File: src/rtl/coeff_ctx_idx_sequencer.sv
// ---------------------------------------------------------------------------
// coeff_ctx_idx_sequencer
//
// Producer side of the base-level handshake in the CABAC rate estimator.
// The block accepts the absolute levels of one coefficient group in scan
// order and tracks the greater1/greater2 context counters (c1Idx/c2Idx).
// For every nonzero level it requests a base level from base_level_calc and
// waits for the answer. It then emits the base level and the remaining level
// to the rate accumulator. Only one coefficient is in flight at a time.
//
// Ports
//   clk, rst_n      rising-edge clock, asynchronous active-low reset
//   coeff_valid/coeff_ready/coeff_abs/coeff_first/coeff_last
//                   input coefficient stream (valid/ready)
//   start, c1Idx, c2Idx
//                   one-cycle request and context counters to base_level_calc
//   done, baseLevel one-cycle completion and result from base_level_calc
//   out_valid/out_ready/out_base/out_rem/out_rem_flag/out_last
//                   result stream to the rate accumulator (valid/ready)
//   cg_err          sticky flag: a CG ran past CG_SIZE coefficients
// ---------------------------------------------------------------------------
module coeff_ctx_idx_sequencer #(
  parameter int LEVEL_W = 16,
  parameter int C1_MAX  = 8,
  parameter int C2_MAX  = 1,
  parameter int CG_SIZE = 16
) (
  input  logic               clk,
  input  logic               rst_n,
  input  logic               coeff_valid,
  output logic               coeff_ready,
  input  logic [LEVEL_W-1:0] coeff_abs,
  input  logic               coeff_first,
  input  logic               coeff_last,
  output logic               start,
  output logic [7:0]         c1Idx,
  output logic [7:0]         c2Idx,
  input  logic [7:0]         baseLevel,
  input  logic               done,
  output logic               out_valid,
  input  logic               out_ready,
  output logic [7:0]         out_base,
  output logic [LEVEL_W-1:0] out_rem,
  output logic               out_rem_flag,
  output logic               out_last,
  output logic               cg_err
);

  // Count range 0..CG_SIZE+1; it saturates at CG_SIZE+1.
  localparam int CNT_W = $clog2(CG_SIZE + 2);

  typedef enum logic [1:0] {
    IDLE,
    ISSUE,
    WAIT,
    OUT
  } state_t;

  state_t             state;
  logic [LEVEL_W-1:0] abs_q;
  logic               last_q;
  logic [CNT_W-1:0]   cg_cnt;

  logic [CNT_W-1:0]   cg_num;    // position of the coefficient being accepted
  logic [LEVEL_W-1:0] base_ext;  // baseLevel zero-extended to the level width
  logic               g1_upd;
  logic               g2_upd;

  // c1Idx/c2Idx are the stored counters themselves. A coeff_first clears them
  // at accept time, so the request always sees the working value.
  always_comb begin
    // NOTE: every combinational output gets a default first, so no path can
    // leave it unassigned and infer a latch.
    cg_num   = cg_cnt;
    base_ext = LEVEL_W'(baseLevel);
    g1_upd   = (c1Idx < 8'(C1_MAX));
    g2_upd   = g1_upd && (abs_q > LEVEL_W'(1)) && (c2Idx < 8'(C2_MAX));

    if (coeff_first) begin
      cg_num = CNT_W'(1);
    end else if (cg_cnt <= CNT_W'(CG_SIZE)) begin
      cg_num = cg_cnt + CNT_W'(1);
    end
  end

  // NOTE: sequential state uses non-blocking assignments only, so every
  // register samples pre-edge values regardless of statement order.
  always_ff @(posedge clk or negedge rst_n) begin
    if (!rst_n) begin
      state        <= IDLE;
      abs_q        <= '0;
      last_q       <= 1'b0;
      cg_cnt       <= '0;
      coeff_ready  <= 1'b1;
      start        <= 1'b0;
      c1Idx        <= '0;
      c2Idx        <= '0;
      out_valid    <= 1'b0;
      out_base     <= '0;
      out_rem      <= '0;
      out_rem_flag <= 1'b0;
      out_last     <= 1'b0;
      cg_err       <= 1'b0;
    end else begin
      case (state)
        IDLE: begin
          if (coeff_valid) begin
            abs_q       <= coeff_abs;
            last_q      <= coeff_last;
            coeff_ready <= 1'b0;
            cg_cnt      <= cg_num;
            if (cg_num > CNT_W'(CG_SIZE)) begin
              cg_err <= 1'b1;
            end
            if (coeff_first) begin
              c1Idx <= '0;
              c2Idx <= '0;
            end
            if (coeff_abs != '0) begin
              start <= 1'b1;
              state <= ISSUE;
            end else begin
              // Zero levels bypass base_level_calc entirely.
              out_valid    <= 1'b1;
              out_base     <= '0;
              out_rem      <= '0;
              out_rem_flag <= 1'b0;
              out_last     <= coeff_last;
              state        <= OUT;
            end
          end
        end

        ISSUE: begin
          start <= 1'b0;
          state <= WAIT;
        end

        WAIT: begin
          if (done) begin
            out_base  <= baseLevel;
            out_last  <= last_q;
            out_valid <= 1'b1;
            // abs_q is nonzero here, so the flag is just the no-underflow test.
            if (abs_q >= base_ext) begin
              out_rem      <= abs_q - base_ext;
              out_rem_flag <= 1'b1;
            end else begin
              out_rem      <= '0;
              out_rem_flag <= 1'b0;
            end
            state <= OUT;
          end
        end

        OUT: begin
          if (out_ready) begin
            out_valid   <= 1'b0;
            coeff_ready <= 1'b1;
            state       <= IDLE;
            if (last_q) begin
              c1Idx  <= '0;
              c2Idx  <= '0;
              cg_cnt <= '0;
            end else if (abs_q != '0) begin
              // Both increments stop at their limits and never wrap.
              if (g1_upd) begin
                c1Idx <= c1Idx + 8'd1;
              end
              if (g2_upd) begin
                c2Idx <= c2Idx + 8'd1;
              end
            end
          end
        end

        default: state <= IDLE;
      endcase
    end
  end

endmodule

File: config.mk
export PLATFORM = sky130hd
export DESIGN_NAME = coeff_ctx_idx_sequencer
export DESIGN_NICKNAME = d
export VERILOG_FILES = /design/src/rtl/coeff_ctx_idx_sequencer.sv
export SDC_FILE = /design/constraint.sdc
export NUM_CORES = 1
export LEC_CHECK = 0
export CELL_PAD_IN_SITES_DETAIL_PLACEMENT = 0
export CELL_PAD_IN_SITES_GLOBAL_PLACEMENT = 1
export CORE_MARGIN = 10
export CORE_UTILIZATION = 36
export CTS_BUF_LIST = sky130_fd_sc_hd__clkbuf_4 sky130_fd_sc_hd__clkbuf_8 sky130_fd_sc_hd__clkbuf_16
export DETAILED_ROUTE_END_ITERATION = 10
export PLACE_DENSITY = 0.89
export RECOVER_POWER = 25
export SYNTH_ARGS = -nofsm -noshare
export SYNTH_HDL_FRONTEND = slang
export SYNTH_SLANG_ARGS = --single-unit
File: constraint.sdc
create_clock -name clk -period 2.5 [get_ports clk]
set_clock_uncertainty 0.05 [all_clocks]
set_input_delay 0.625 -clock clk [delete_from_list [all_inputs] [get_ports clk]]
set_output_delay 0.625 -clock clk [all_outputs]
set_load 0.1 [all_outputs]
==> results.md <==
* TNS Setup at 0 ps
* Final RePlAce weighted congestion at 0.864
* Initial DRC Count at 156
* Final core occ at 53.8%
* I/O pin cnt at 77
* Synth Area in XOR/XNOR at 1.63%
* Slew HR at 36.1%
* Dominant synthesized flop cell: dfrtp_1
* Die Area at 14900 um^2
* Register area share after synthesis at 46.7%
* Final Cycle Share at 99.5%
* Crit path largest cell delay at 460 ps
* DRT antenna net count at 0
* Crit Path Category: in -> reg
* Max_cap viols at 0
* Leakage power at 2.58 nW
* Drt drc at 0
* CP Launch Point: baseLevel[3]
* CP endpoint kind: flip-flop
* Final Worst Setup Slack at 11.7 ps
* Diode count at 0
* Highest Clock Rate at 0.402 GHz
* CTS tree: built
* P&R area growth vs syn at 46.8%
* Root Driver: clkbuf_8
* Die X at 122 um
* Grt ovf at 0
* GR Util All Layers at 15.1%
* Dpl cells at 625
* CP max FO at 4
* Number of global-route vias before repair at 3519
* Sink Count at 70
* Via count at 3389
* Critical Path RT at 2690 ps
* Core area at 10200 um^2
* Power per cell area at 1320 nW/um^2
* Vias per cell at 5.22
* Largest net degree at the start of global routing at 54
* Worst path arrival time at 2670 ps
* EDFF count, synth at 0
* H-tree Lvls at 3
* Total power at 7.28 mW
* Site row count at 37
* Synth Area in Adders at 6.20%
* Slew @ Worst Pin at 958 ps
* Setup violators final at 0
* Mapped Nets at 416
* DR pass1 iterations at 4
* Place WS at -656 ps
* Final Max Slew Viols at 0
* First-pass GRT wire length at 18000 um
* Outcome: finished clean
* Synth Register Bits at 70
* Worst R2R Start: abs_q[0]
* Cell Chain, Critical Path: clkdlybuf4s50_1 > inv_1 > ha_1 > buf_4 > o21a_1 > o31a_1 > o211ai_1 > buf_4 > buf_4 > buf_4 > a32o_1
* Largest family of logic cells by synthesized area: compound AO/OA/AOI/OAI gates
* Synthesized area per cell at 10.2 um^2
* TritonCTS buffer count at 9
* Final nets at 557
* VDD IR-drop max at 0.781 mV
* Drt wl/cell at 17.3 um
* Total Wirelength at 11200 um
* Critical path's slowest cell: clkdlybuf4s50_1
* Post-Layout Cell Count at 649
* Class of the worst hold path: in -> async
* CTS Buffer Depth at 2
* Yosys top cell by area: dfrtp_1
* Synth top area share at 46.0%
* Async set-or-reset flop fraction in the synthesized netlist at 100%
* Clk_lat worst skew at 350 ps
* Startpoint Class: primary input
* Proportion of layout cells with a drive suffix above 1 at 37.0%
* Ys Warns at 0
* Post-synthesis mux area share at 6.20%
* Placed inst area at 4980 um^2
* Post-layout minimum cycle time at 2490 ps
* CTS Hold Bufs at 0
* Clock slew at reported path FFs at 80 ps
* Post-synthesis simple-gate area fraction at 16.6%
* Hold slack at 349 ps
* Starting Density at 36.7%
* RSZ-0062 raised after global routing: true
* Port bufs at 76
* Cells after synthesis at 367
* Critical Path Most Common Cell: buf_4
* Synth cell types at 55
* Final hold violation count at 0
* Post-synthesis compound-gate area fraction at 18.3%
* Largest cells by area after synthesis: dfrtp_1, ha_1, mux2_2
* Die height at 122 um
* Mapped Area at 3750 um^2
* Initial antenna violation count at 0
* DP HPWL at 8450 um
* Final Cell Area at 5510 um^2
-- critical path: cells and delay by family --
family | cells | cell delay, ps
buf+inv | 6 | 1050
compound gates | 4 | 710
fa+ha+maj | 1 | 290
-- logic make-up after synthesis --
family,Yosys count
AND/OR/NAND/NOR,122
AO/OA/AOI/OAI,92
flip-flops,70
buffers and inverters,37
multiplexers,21
adder cells (fa/ha/maj),18
XOR/XNOR,7
-- synthesized netlist by cell type, types with 3 or more instances --
cell type	count
dfrtp_1	69
xor2_1	3
mux2i_1	3
buf_6	3
a31oi_1	6
nand4_1	3
o31ai_2	8
o21ai_1	4
nor3_1	11
or4_1	3
nand2b_1	3
nor2_1	20
inv_1	24
nand3_1	6
nor4_1	10
nor2b_1	17
nand2_1	37
o211ai_1	4
a32o_1	5
mux2_2	18
a22o_1	7
xnor2_1	4
ha_1	17
a211o_1	4
clkbuf_1	6
or3_1	3
o21ai_0	22
a21oi_1	10
-- metal layers --
metal | track usage [%] | share of wire, %
met1 | 18.4 | 43
met2 | 25.0 | 49
met3 | 3.70 | 5.9
met4 | 6.04 | 1.8
met5 | 0 | 0
-- what timing repair did --
action	in CTS	in global routing
pin swaps	14	15
resized for setup	39	19
gates cloned	2	0
setup endpoints to repair	25	26
setup buffers	5	1
-- final cells by class --
type | count | area [um^2]
clock buffers | 12 | 159
clock inverters | 4 | 70.1
fillers | 890 | 4720
inverters | 25 | 93.8
multi-input cells | 260 | 2050
flip-flops and latches | 70 | 1750
well taps | 136 | 170
repair buffers | 142 | 1210
-- final timing paths --
kind                                     to  slack, ps  cells past startpoint
worst min-delay path            out_rem[12]        350                      1
worst max register to register   out_rem[6]        100                      9
worst min register to register       cg_err        430                      1
worst max-delay path             out_rem[7]         10                     11
max in group asynchronous          abs_q[1]        700                      2
min in group clk                     cg_err        430                      1
-- report_power, final --
| group | switching (mW) | internal (mW) | total, mW |
|---|---|---|---|
| Clock | 0.429 | 0.625 | 1.05 |
| Sequential | 0.401 | 1.49 | 1.89 |
| Combinational | 2.71 | 1.63 | 4.34 |
| Total | 3.54 | 3.74 | 7.28 |
-- layout by cell type (no fill, tap or decap), drive strengths merged, types with 5 or more instances in the layout --
master         instances
a21oi                 10
a22o                   7
a31oi                  6
a32o                   5
buf                  111
clkbuf                15
clkdlybuf4s50         20
dfrtp                 69
dlymetal6s2s           5
ha                    17
inv                   24
mux2                  18
nand2                 37
nand3                  6
nor2                  20
nor2b                 17
nor3                  11
nor4                  10
o21ai                 26
o31ai                 10
-- state kept, by name (all words and copies together) (netlist names), 2 cells and up --
name	count
abs_q	16
c1Idx	8
c2Idx	8
cg_cnt	5
out_base	8
out_rem	16
state	2
Power figures use the tool's default switching activity.
==> RTL edit (same settings) <==
The parameter `CG_SIZE` goes from 16 to 8.
--- a/src/rtl/coeff_ctx_idx_sequencer.sv
+++ b/src/rtl/coeff_ctx_idx_sequencer.sv
@@ -24,5 +24,5 @@
   parameter int C1_MAX  = 8,
   parameter int C2_MAX  = 1,
-  parameter int CG_SIZE = 16
+  parameter int CG_SIZE = 8
 ) (
   input  logic               clk,
Formal check against the unedited RTL: no difference found for any inputs over 4 cycles, from zero or initial values and one cycle with rst_n low; that may be too few to reach the edited logic, so the function may still have changed.
==> RTL edit against the original RTL <==
Sequential share of layout area is 1.3 points higher; count of clock-buffer cells in the layout decreased by 2; sequential cell count decreased by 1; worst setup slack better by 2.9 ps; die area decreased by 4.5%; routed wire length shrank 12%; worst hold slack better by 74 ps; design area fell by 5.2%; area after synthesis fell by 5.4%.
Power is left out: the tool's default activity adds up to more than one toggle a clock period on the data nets, which glitch-free logic cannot reach.
==> RTL edit: results (changes against the original RTL) <==
- Leading post-synthesis cells by cell area: dfrtp_1 48%, ha_1 6.0%, mux2_2 5.7% (was dfrtp_1 46%, ha_1 5.7%, mux2_2 5.4%)
- Ys Warns: 0 (unchanged)
- Synth cell types: 54 (was 55)
- Fin nets: 523 (was 557)
- Syn nets: 388 (was 416)
- Initial antenna violation count: 1 (was 0)
- Initial DRC Count: 189 (was 156)
- CP delay by family, top: buffers and inverters (unchanged)
- Via count: 3,005 (was 3,389)
- Slowest stage cell, crit path: clkdlybuf4s50_1 (unchanged)
- First-pass iteration count of the detailed router: 5 (was 4)
- Worst-path maximum fanout: 5 (was 4)
- Clock Path Buffers: 2 (unchanged)
- Worst Hold Class: reg2reg (was in2async)
- Worst hold stages: 1
- CP Data Arrival Time: 2680 ps (was 2670 ps)
- GR Util All Layers: 0.1392 (was 0.1509)
- Clock Latency Late Sink: 350 ps (about the same)
- CTS H-tree lvls: 3 (unchanged)
- Fraction of layout cells with a size suffix above 1: 0.3841 (was 0.3704)
- Slew HR: 0.1828 (was 0.3612)
- Final Wtd Congestion: 0.8150 (was 0.8638)
- Global-route wire length before repair: 16,100 um (was 17,970 um)
- Clock transition at path regs: 80 ps (about the same)
- Wirelength, routed: 9900 um (was 11,200 um)
- Cells on worst reg2reg path: 12 (was 9)
- Seq/Total Area, Yosys: 0.4868 (was 0.4672)
- DP HPWL: 7330 um (was 8446 um)
- CTS Root Cell: clkbuf_8 (unchanged)
- Port bufs: 76 (unchanged)
- # fillers: 828 (was 890)
- Total CTS buffers: 9 (unchanged)
- Outcome: finished clean (unchanged)
- Post-place setup slack: -707.3 ps (was -656.3 ps)
- Top Registers: abs_q (16), out_rem (16) (unchanged)
- Max incr delay on CP: 470 ps
- Largest net degree at the start of global routing: 48 (was 54)
- Vias in the first global route: 3,132 (was 3,519)
- Post-synth ARST share: 1.000 (unchanged)
- Post-synth top cells: 68 x dfrtp_1, 44 x nand2_1, 21 x inv_1, 20 x o21ai_0, 18 x mux2_2 (was 69 x dfrtp_1, 37 x nand2_1, 24 x inv_1, 22 x o21ai_0, 20 x nor2_1)
-- RTL edit: what timing repair did --
item	CTS	global route
hold endpoints to repair	0	0
resized for setup	30	20
setup buffers	6	3
setup endpoints to repair	17	25
pin swaps	10	14
cloned	2	0
-- RTL edit: kinds of logic after synthesis --
logic type / Yosys count / share of synthesized area
fa+ha+maj: 18 / 0.06556
compound gates: 76 / 0.1519
flops: 69 / 0.4868
xor+xnor: 14 / 0.03454
simple gates: 111 / 0.1562
buf+inv: 31 / 0.04230
mux: 20 / 0.06274
-- RTL edit: metrics by stage --
stage | TNS [ps] | area, um^2 | utilization | cells
2_1_floorplan | -324.7 | 3568 | - | 339
3_3_place_gp | -12380 | 4720 | 0.4873 | 585
3_5_place_dp | -13920 | 4720 | 0.4873 | 585
4_1_cts | -504.3 | 5120 | 0.5287 | 609
5_1_grt | -534.4 | 5218 | 0.5388 | 612
6_report | 0 | 5220 | 0.5390 | 613
-- RTL edit: worst paths after layout --
path | to | slack (ps) | start
min in group asynchronous | out_rem[2] | 450 | rst_n
max in group asynchronous | abs_q[14] | 570 | rst_n
setup / recovery | out_rem[5] | 10 | baseLevel[5]
hold reg to reg | cg_err | 420 | cg_err
hold / removal | cg_err | 420 | cg_err
setup reg to reg | out_rem[5] | 50 | abs_q[0]
-- RTL edit: worst register-to-register path: cells and delay by family (launching register included) --
kind,cells,cell delay (ps)
buf+inv,5,460
compound gates,5,950
fa+ha+maj,2,490
flops,1,390
-- RTL edit: layout make-up --
| type | count | area share |
|---|---|---|
| clock buffers | 10 | 0.02517 |
| diodes | 1 | 0.0004794 |
| well taps | 133 | 0.03188 |
| multi-input cells | 239 | 0.3540 |
| repair buffers | 134 | 0.2256 |
| flip-flops and latches | 69 | 0.3310 |
| clock inverters | 6 | 0.01678 |
| inverters | 21 | 0.01510 |
-- RTL edit: layer usage --
layer	track usage	part of all wire	vias up
met5	0	0	-
met4	0.03922	0.016	0
met3	0.05479	0.072	14
met2	0.2230	0.47	82
met1	0.1705	0.44	1434
li1	-	-	1475
